==> src/rtl/wb_write_arbiter.sv <==
// wb_write_arbiter: round-robin arbiter of two register-write producers into a FIFO
// that drains one registered write per cycle toward the register-file decoder.
module wb_write_arbiter #(
  parameter int DATA_W = 16,
  parameter int ADDR_W = 3,
  parameter int DEPTH  = 4
) (
  input  logic                       clk,
  input  logic                       rst_n,
  input  logic                       i_a_valid,
  input  logic [ADDR_W-1:0]          i_a_addr,
  input  logic [DATA_W-1:0]          i_a_data,
  output logic                       o_a_ready,
  input  logic                       i_b_valid,
  input  logic [ADDR_W-1:0]          i_b_addr,
  input  logic [DATA_W-1:0]          i_b_data,
  output logic                       o_b_ready,
  input  logic                       i_stall,
  output logic [ADDR_W-1:0]          o_writeaddress,
  output logic [DATA_W-1:0]          o_writedata,
  output logic                       o_wren,
  output logic [$clog2(DEPTH):0]     o_count
);
  localparam int PW = $clog2(DEPTH);
  localparam int CW = PW + 1;

  logic [PW-1:0]     r_wr, r_rd;
  logic [CW-1:0]     r_count;
  logic              r_last_b;
  logic              r_wren;
  logic [ADDR_W-1:0] r_waddr;
  logic [DATA_W-1:0] r_wdata;
  logic [ADDR_W-1:0] r_mem_addr [DEPTH];
  logic [DATA_W-1:0] r_mem_data [DEPTH];

  logic w_full, w_grant_a, w_grant_b, w_push, w_pop;

  // Readies are gated by rst_n so nothing is accepted while reset is held.
  assign w_full    = r_count == CW'(DEPTH);
  assign w_grant_a = rst_n && !w_full && i_a_valid && (!i_b_valid || r_last_b);
  assign w_grant_b = rst_n && !w_full && i_b_valid && (!i_a_valid || !r_last_b);
  assign w_push    = w_grant_a || w_grant_b;
  assign w_pop     = (r_count != '0) && !i_stall;

  assign o_a_ready      = w_grant_a;
  assign o_b_ready      = w_grant_b;
  assign o_wren         = r_wren;
  assign o_writeaddress = r_waddr;
  assign o_writedata    = r_wdata;
  assign o_count        = r_count;

  always_ff @(posedge clk or negedge rst_n) begin
    if (!rst_n) begin
      r_wr     <= '0;
      r_rd     <= '0;
      r_count  <= '0;
      r_last_b <= 1'b1;
      r_wren   <= 1'b0;
      r_waddr  <= '0;
      r_wdata  <= '0;
    end else begin
      r_wr    <= r_wr + PW'(w_push);
      r_rd    <= r_rd + PW'(w_pop);
      r_count <= r_count + CW'(w_push) - CW'(w_pop);
      r_wren  <= w_pop;
      if (w_push) r_last_b <= w_grant_b;
      if (w_pop) begin
        r_waddr <= r_mem_addr[r_rd];
        r_wdata <= r_mem_data[r_rd];
      end
    end
  end

  always_ff @(posedge clk) begin
    if (w_push) begin
      r_mem_addr[r_wr] <= w_grant_a ? i_a_addr : i_b_addr;
      r_mem_data[r_wr] <= w_grant_a ? i_a_data : i_b_data;
    end
  end
endmodule

==> config.mk <==
export PLATFORM = sky130hd
export DESIGN_NAME = wb_write_arbiter
export DESIGN_NICKNAME = d
export VERILOG_FILES = /design/src/rtl/wb_write_arbiter.sv
export SDC_FILE = /design/constraint.sdc
export NUM_CORES = 1
export LEC_CHECK = 0
export ABC_CLOCK_PERIOD_IN_PS = 5800
export BUFFER_PORTS_ARGS = -buffer_cell sky130_fd_sc_hd__buf_2
export CAP_MARGIN = 10
export CORE_MARGIN = 3
export CORE_UTILIZATION = 36
export DETAILED_ROUTE_END_ITERATION = 10
export GPL_TIMING_DRIVEN = 0
export PLACE_DENSITY = 0.59
export REMOVE_ABC_BUFFERS = 1
export SYNTH_ARGS = -nofsm -noshare
export SYNTH_HDL_FRONTEND = slang
export SYNTH_SLANG_ARGS = --single-unit
==> constraint.sdc <==
create_clock -name clk -period 5.8 [get_ports clk]
set_input_delay 0.87 -clock clk [delete_from_list [all_inputs] [get_ports clk]]
set_output_delay 0.87 -clock clk [all_outputs]
set_load 0.05 [all_outputs]
==> Yosys cells after proc, flatten, opt, wreduce, memory -nomap -nowiden <==
Memories as Yosys holds them, arrays and structs flattened. A register that Yosys moved wholly into a read port is not among the register bits.
Index checks and enable logic that the tools add are counted.
{ "totals": {"ff_bits": 9, "latchBits": 0, "ramBits": 76, "rom_bits": 0, "in_bits": 43, "out_inout_bits": 25, "memories": 2} }
{ "memory_table": {"columns": ["memory", "words", "width", "read_ports", "rd_clocked_by_memory_dff", "wr", "line", "source"], "rows": [
  ["r_mem_data", 4, 16, 1, 1, 1, "34", "logic [DATA_W-1:0] r_mem_data [DEPTH];"],
  ["r_mem_addr", 4, 3, 1, 1, 1, "33", "logic [ADDR_W-1:0] r_mem_addr [DEPTH];"]
]} }
{ "classes": {"n_addsub": 4, "mul": 0, "div_mod_pow": 0, "n_lt_le_gt_ge": 0, "eq_ne": 1, "shift": 0, "muxes": 4, "n_bitwise": 0, "n_reduce_logical": 17} }
{ "op_table": {"columns": ["cell", "n"], "rows": [
  ["16-bit two-way mux", 1],
  ["1-bit zero test", 7],
  ["1-bit logical AND", 6],
  ["2-bit by 1-bit adder with 2-bit output", 2],
  ["3-bit by 1-bit adder with 3-bit output", 1],
  ["3-bit equality test (second input constant)", 1],
  ["1-bit logical OR", 3],
  ["3-bit two-way mux", 1],
  ["3-bit nonzero test", 1],
  ["3-bit by 1-bit subtractor with 3-bit output", 1],
  ["1-bit two-way mux", 2]
]} }

==> Depth between registers and ports, before layout <==
Gate-level depths: netlist (run 1).
{ "logic_depth": {"depth_word": 8, "mapped_depth": 9, "depth_no_buf": 8} }

==> Least setup slack after synthesis (run 1) <==
OpenSTA, ideal clock, no wires.
{ "synth_timing": {"kind": "reg2reg", "from": "register r_count[2], in the netlist o_count[2]", "to": "memory r_mem_addr[1][0], enable pin", "t_arrival_ns": 2.591, "slack_ns": 2.785, "path_stages_with_launch": 4, "synth_period_minus_slack_ns": 3.015, "cell_sequence": "dfrtp_1 -> or3b_4 -> o211ai_1 -> nor3b_1"} }
{ "synth_via": {"elab_chain_len": 8, "word_cells_on_any_way": 10, "classes_between": "eq/ne (1); mux (2); reduce/logical (7)"} }
{ "synth_rtl": {"columns": ["item", "line", "source"], "rows": [
  ["start: declaration", "28", "logic [CW-1:0] r_count;"],
  ["start signal: assignment", "64", "r_count <= r_count + CW'(w_push) - CW'(w_pop);"],
  ["3-bit equality test (*)", "39", "assign w_full = r_count == CW'(DEPTH);"],
  ["1-bit zero test (*)", "40, 41", null],
  ["1-bit logical AND (*)", "40, 41", null],
  ["1-bit logical AND (on tied branches) (2 in a row)", "40, 41", null],
  ["1-bit logical OR (*)", "42", "assign w_push = w_grant_a || w_grant_b;"],
  ["1-bit two-way mux (*)", "75", "if (w_push) begin"],
  ["1-bit two-way mux (*)", "76", "r_mem_addr[r_wr] <= w_grant_a ? i_a_addr : i_b_addr;"],
  ["end: declaration", "33", null]
]} }
Mark *: on every way between the ends. The rest lies on a longest branch, timed or not.

==> Worst setup path in the final report (run 1) <==
{ "layout_timing": {"from": "input rst_n", "to": "output o_a_ready"} }
{ "layout_via": {"elab_chain_len": 3} }
{ "layout_rtl": {"columns": ["item", "line", "source"], "rows": [
  ["start: declaration", "9", "input logic rst_n,"],
  ["1-bit logical AND (3 in a row)", "40", "assign w_grant_a = rst_n && !w_full && i_a_valid && (!i_b_valid || r_last_b);"],
  ["end: declaration", "13", "output logic o_a_ready,"]
]} }
No other way between the ends.

==> metrics.csv, run 1 <==
metric;value;unit
Detailed Place HPWL;4720;um
post-cts resize count;0;
CTS tree;built;
H-tree depth;3;
Slew @ Worst Pin;1.03;ns
area fraction of the dominant cell type after synthesis;54.2;%
Layout Area Growth over Synthesis;21.0;%
Seq cells post-synth;104;
initial antenna violation count;0;
clk_lat worst skew;0.33;ns
setup bufs post-CTS;0;
Initial Util;37.9;%
sequential area share after synthesis;70.8;%
status;completed;
worst min-delay path startpoint;o_writeaddress[0]$_DFFE_PN0P_;
setup_tns;0;ns
clock-pin slew on the worst setup and hold paths;0.06;ns
Finished Layout Cells;420;
Remaining DRCs;0;
Register-to-Register Path Depth;4;
final hold violations;0;
LEAKAGE;1.96;nW
HP Class;flop to flop;
reg2reg start;o_count[2]$_DFF_PN0_;
CTS Buf Count;9;
area taken by multi-input logic gates;1160;um^2
DR vias;2034;
top post-synthesis cells by area;edfxtp_1 54%, dfrtp_1 16%, mux2_2 7.5%;
arrival time worst endpoint;2.62;ns
largest net degree at the start of global routing;34;
Slew headroom;31.1;%
root buffer cell;clkbuf_16;
EDFF count, synth;76;
crit path capture type;primary output;
Post-Syn Area;4210;um^2
RePlAce Congestion;0.638;
R2R Path End;r_mem_data[2][0]$_DFFE_PP_;
worst-case clock buffer depth;2;
Final Slew Violations;0;
Slowest cell on crit path;buf_2;
Top Ports;68;
die height;114;um
fin crit share;60.2;%
first-pass GRT wire length;11500;um
Ant. Diodes;0;
register area;2980;um^2
CP Max Fanout;33;
Critical Path Most Common Cell;buf_2;
DIE AREA;13000;um^2
fraction of layout cells with a size suffix above 1;50.7;%
port buffer count;67;
Max Fclk;287;MHz
Sink Count;104;
final setup violating endpoints;0;
Wirelength per Cell;17.1;um
post-cts hold buffer count;0;
Row Count;38;
Async SR Flop Fraction;26.9;%
Stages on worst setup path;5;
ANT nets after route;0;
average size of a mapped cell;21.3;um^2
via count of the first global-routing pass;2094;
RSZ-0062 raised after global routing;false;
fill count;997;
chip width;114;um
Worst VDD drop;406;uV
Crit. Startpoint;rst_n;
Crit path buffers/inverters;4;
DRT Pass-1 Iters;3;
Hold Path End;o_writeaddress[0]$_DFFE_PN0P_;
critical path's top delay family;buffers and inverters;
Placed Cells;403;
post-layout min period;3.49;ns
CP peak stage delay;0.60;ns
max-cap viol count;0;
Nets;323;
Worst Hold Path Cells;1;
total gr overflow;0;
post-synth cell types;27;
overall routing resource usage;11.8;%
worst path cell trace;buf_2 -> o2111ai_2 -> buf_16 -> inv_1 -> buf_2;
CP Data Required Time;4.93;ns
final setup skew;0.00545;ns
Gate Count Post-Synth;198;
largest area contributor in the netlist;edfxtp_1;
Crit Path Class;primary input to primary output;
starting DRC count in detailed routing;112;
core area;11100;um^2
register-to-register setup slack;3.39;ns
Synthesis Warnings;0;
routed vias/inst;4.84;
PD cells;532;nW/um^2
Routed WL;7190;um
Worst setup SP type;primary input;
Main synth FF type;edfxtp_1;
-- metrics by stage --
step	utilization (%)	power (mW)	setup slack, ns	hold slack, ns	area [um^2]
finish	45.8	2.71	2.31	0.504	5100
global route	45.8	2.86	2.01	0.516	5100
CTS	45.6	2.73	2.17	0.507	5070
detailed placement	42.8	2.11	2.16	0.490	4760
global placement	41.8	2.06	0.628	0.486	4650
floorplan	-	1.84	2.55	0.497	4140
-- cells in the final DEF (no fill, tap or decap), types with 4 or more instances in the layout --
master / instances
inv_1: 6
clkbuf_16: 9
mux2_4: 10
mux4_1: 9
mux4_2: 10
ha_1: 4
buf_6: 5
buf_2: 67
dfrtp_1: 27
mux2_2: 28
edfxtp_1: 76
-- worst max path at each step --
stage,end,slack (ns)
3_3_place_gp,r_mem_data[1][8]$_DFFE_PP_,0.63
5_1_grt,o_a_ready,2.01
6_report,o_a_ready,2.31
4_1_cts,o_a_ready,2.17
2_1_floorplan,o_count[2]$_DFF_PN0_,2.55
3_5_place_dp,o_a_ready,2.16
-- cell usage after synthesis (2+ instances only) --
master	instances
clkbuf_1	2
mux4_2	10
edfxtp_1	76
buf_2	2
mux4_1	9
xnor2_1	2
ha_1	4
buf_6	3
a31oi_1	2
nor3_1	2
dfrtp_1	27
mux2_4	10
inv_1	6
xor2_1	2
nor3b_1	2
mux2_2	28
-- final cells by class --
class,count,area share (%)
Tap cell,140,3.44
Clock buffer,11,4.56
Inverter,6,0.442
Sequential cell,104,58.5
Multi-Input combinational cell,80,22.7
Timing Repair Buffer,74,8.76
Clock inverter,5,1.57
-- kinds of logic (layout without fill, tap and decap cells) --
group / Yosys count / after routing / share of synthesized area, %
AOI/OAI and AO/OA: 6 / 6 / 1.22
xor gates and xnor gates: 4 / 4 / 0.832
adders and majority gates: 5 / 5 / 1.66
buffers and inverters: 14 / 96 / 2.23
DFF: 104 / 104 / 70.8
muxes: 57 / 57 / 22.0
and+or+nand+nor: 8 / 8 / 1.22
-- per-layer routing --
layer  share of wire, %  track usage (%)
met1                 45             15.4
met3                5.4             3.86
met2                 49             19.0
met4               0.85             3.09
met5                  0                0
-- registers in the layout (all words and copies together), names as in the netlist, 2 cells and up --
| register | cells |
|---|---|
| o_count | 3 |
| r_rd | 2 |
| o_writeaddress | 3 |
| o_writedata | 16 |
| r_wr | 2 |
| r_mem_data | 64 |
| r_mem_addr | 12 |
-- power breakdown --
group          switching, mW  internal [mW]  total [mW]
sequential             0.121           1.01        1.14
clock                  0.244          0.378       0.622
combinational          0.554          0.403       0.957
total                  0.919           1.80        2.71
Note: power is estimated with default switching activity, not from simulation.
==> run 2, diff against run 1 <==
Settings changed: ABC_AREA from default to 1, ABC_CLOCK_PERIOD_IN_PS 5800 to 3200, PLACE_DENSITY 0.59 to 0.61.
Clock period 5.8 ns to 3.2 ns, I/O delays scaled along.
==> metrics.csv, run 2 <==
metric;value;unit
status;completed;
CP Data Required Time;2.72;ns
Layout Area Growth over Synthesis;21.0;%
sequential area share after synthesis;64.6;%
Max Fclk;352;MHz
CTS Buf Count;9;
Final Worst Setup Slack;0.361;ns
P_int;3.07;mW
max-cap viol count;0;
first-pass GRT wire length;15600;um
clk_lat worst skew;0.34;ns
DRT Pass-1 Iters;4;
worst-case clock buffer depth;2;
Sink Count;104;
LEAKAGE;2.77;nW
RePlAce Congestion;0.688;
CTS tree;built;
Slowest cell on crit path;nand3_2;
average size of a mapped cell;9.42;um^2
starting DRC count in detailed routing;132;
clock-pin slew on the worst setup and hold paths;0.07;ns
Largest Register;r_mem_data;
Worst VDD drop;316;uV
via count of the first global-routing pass;3139;
Gate Count Post-Synth;490;
Post-Syn Area;4620;um^2
final hold violations;0;
routed vias/inst;4.42;
Crit path buffers/inverters;3;
ANT nets after route;0;
post-synth cell types;21;
total power;5.15;mW
sw frac;40.4;%
Nets;604;
DIE AREA;14200;um^2
fill count;1160;
max reg flops;64;
Wirelength per Cell;13.3;um
Top Ports;68;
PD cells;922;nW/um^2
Row Count;40;
combinational power share;38.7;%
largest net degree at the start of global routing;39;
final setup violating endpoints;0;
Crit Path Class;flop to primary output;
share of power burned in registers;40.1;%
Synthesis Warnings;0;
total gr overflow;0;
highest-count cells in the layout ignoring fill and taps;198 x nand2_1, 89 x inv_1, 76 x edfxtp_1, 66 x buf_2, 57 x nand3_1;
Place WS;-0.281;ns
setup_tns;0;ns
Psw;2.08;mW
HP Class;primary input to async pin;
EDFF count, synth;76;
largest area contributor in the netlist;edfxtp_1;
Finished Layout Cells;729;
arrival time worst endpoint;2.36;ns
Remaining DRCs;0;
initial antenna violation count;0;
Final Slew Violations;0;
fraction of layout cells with a size suffix above 1;17.6;%
Slew @ Worst Pin;1.20;ns
area fraction of the dominant cell type after synthesis;49.4;%
fin crit share;88.7;%
top post-synthesis cells by area;edfxtp_1 49%, nand2_1 16%, dfrtp_1 15%;
Initial Util;37.7;%
Routed WL;9700;um
Detailed Place HPWL;6450;um
chip width;119;um
die height;119;um
RSZ-0062 raised after global routing;false;
most frequent cell after synthesis;nand2_1;
H-tree depth;3;
final setup skew;0.0130;ns
Worst setup SP type;flop;
core area;12300;um^2
Clock Power Share;21.3;%
Critical Path Most Common Cell;inv_1;
critical path's top delay family;simple AND/OR/NAND/NOR gates;
Slew headroom;20.0;%
CP Max Fanout;21;
root buffer cell;clkbuf_16;
worst path cell trace;inv_1 -> a21oi_2 -> nand3_2 -> inv_1 -> buf_2;
CP peak stage delay;0.60;ns
Main synth FF type;edfxtp_1;
register area;2980;um^2
crit path capture type;primary output;
Ant. Diodes;0;
Seq cells post-synth;104;
Async SR Flop Fraction;26.9;%
most common cell after layout, fill and taps aside;nand2_1;
Placed Cells;712;
overall routing resource usage;14.2;%
DR vias;3220;
port buffer count;67;
post-layout min period;2.84;ns
area taken by multi-input logic gates;1210;um^2
top cells by count, synth;198 x nand2_1, 89 x inv_1, 76 x edfxtp_1, 58 x nand3_1, 27 x dfrtp_1;
[run 2: changes by cell type after synthesis, moves of 10 or more]
cell	delta
buf_2	+13
inv_1	+83
mux2_4	-10
nand3_1	+57
mux2_2	-28
nand2_1	+198
mux4_2	-10
[run 2: layout make-up]
type	instances	share of cell area, %
clock buffer	15	5.37
clock inverter	1	0.112
inverter	91	6.11
multi-input combinational	275	21.7
sequential	104	53.4
tap	168	3.76
timing repair buffer	75	9.54
[run 2: final timing paths]
path	start	to	slack (ns)	depth (start not counted)
worst max-delay path	r_last_b$_DFFE_PN1P_	o_a_ready	0.36	5
worst min-delay path	rst_n	o_writedata[9]$_DFFE_PN0P_	0.1	1
min in group clk	i_stall	o_wren$_DFF_PN0_	0.41	2
worst max register to register	o_count[1]$_DFF_PN0_	o_count[2]$_DFF_PN0_	0.47	10
max in group asynchronous	rst_n	r_last_b$_DFFE_PN1P_	2.76	1
worst min register to register	r_last_b$_DFFE_PN1P_	r_last_b$_DFFE_PN1P_	0.47	2
[run 2: what timing repair did]
action	CTS	global route
buffers inserted	0	0
hold buffers	0	0
gates resized for setup	1	1
setup endpoints to repair	1	1
[run 2: power groups by stage]
| stage | sequential (mW) | clock (mW) | combinational (mW) |
|---|---|---|---|
| floorplan | 2.55 | 0 | 0.852 |
| global placement | 2.13 | 0 | 1.78 |
| detailed placement | 2.09 | 0 | 2.01 |
| CTS | 2.06 | 1.11 | 2.02 |
| global route | 2.10 | 1.17 | 2.21 |
| finish | 2.06 | 1.10 | 1.99 |
[run 2: logic make-up (layout without fill, tap and decap cells)]
family          count (synthesis)  after routing  share of synthesized area [%]
xor+xnor                        4              4                          0.759
buf+inv                       111            182                           9.59
flops                         104            104                           64.6
compound gates                  5              5                          0.677
fa+ha+maj                       5              5                           1.52
simple gates                  261            261                           22.8
[run 2: worst register-to-register path: cells and delay by family (launching register included)]
family / cells / cell delay [ns]
buffers and inverters: 2 / 0.25
adder cells (fa/ha/maj): 3 / 0.95
AO/OA/AOI/OAI: 2 / 0.61
XOR/XNOR: 2 / 0.30
AND/OR/NAND/NOR: 1 / 0.09
flip-flops: 1 / 0.42
[run 2: routing by layer]
layer,global-route usage (%),up-vias,share of wire [%]
li1,-,1657,-
met1,16.3,1487,41
met2,26.2,67,53
met3,2.33,9,4.8
met4,5.65,0,1.2
met5,0,-,0
[run 2: stage by stage]
step	cell area [um^2]	hold slack, ns	utilization (%)
after floorplan	4520	0.184	-
after global placement	5060	0.460	41.3
after detailed placement	5260	0.463	42.9
after CTS	5570	0.202	45.4
after global routing	5590	0.133	45.6
final	5590	0.0967	45.6
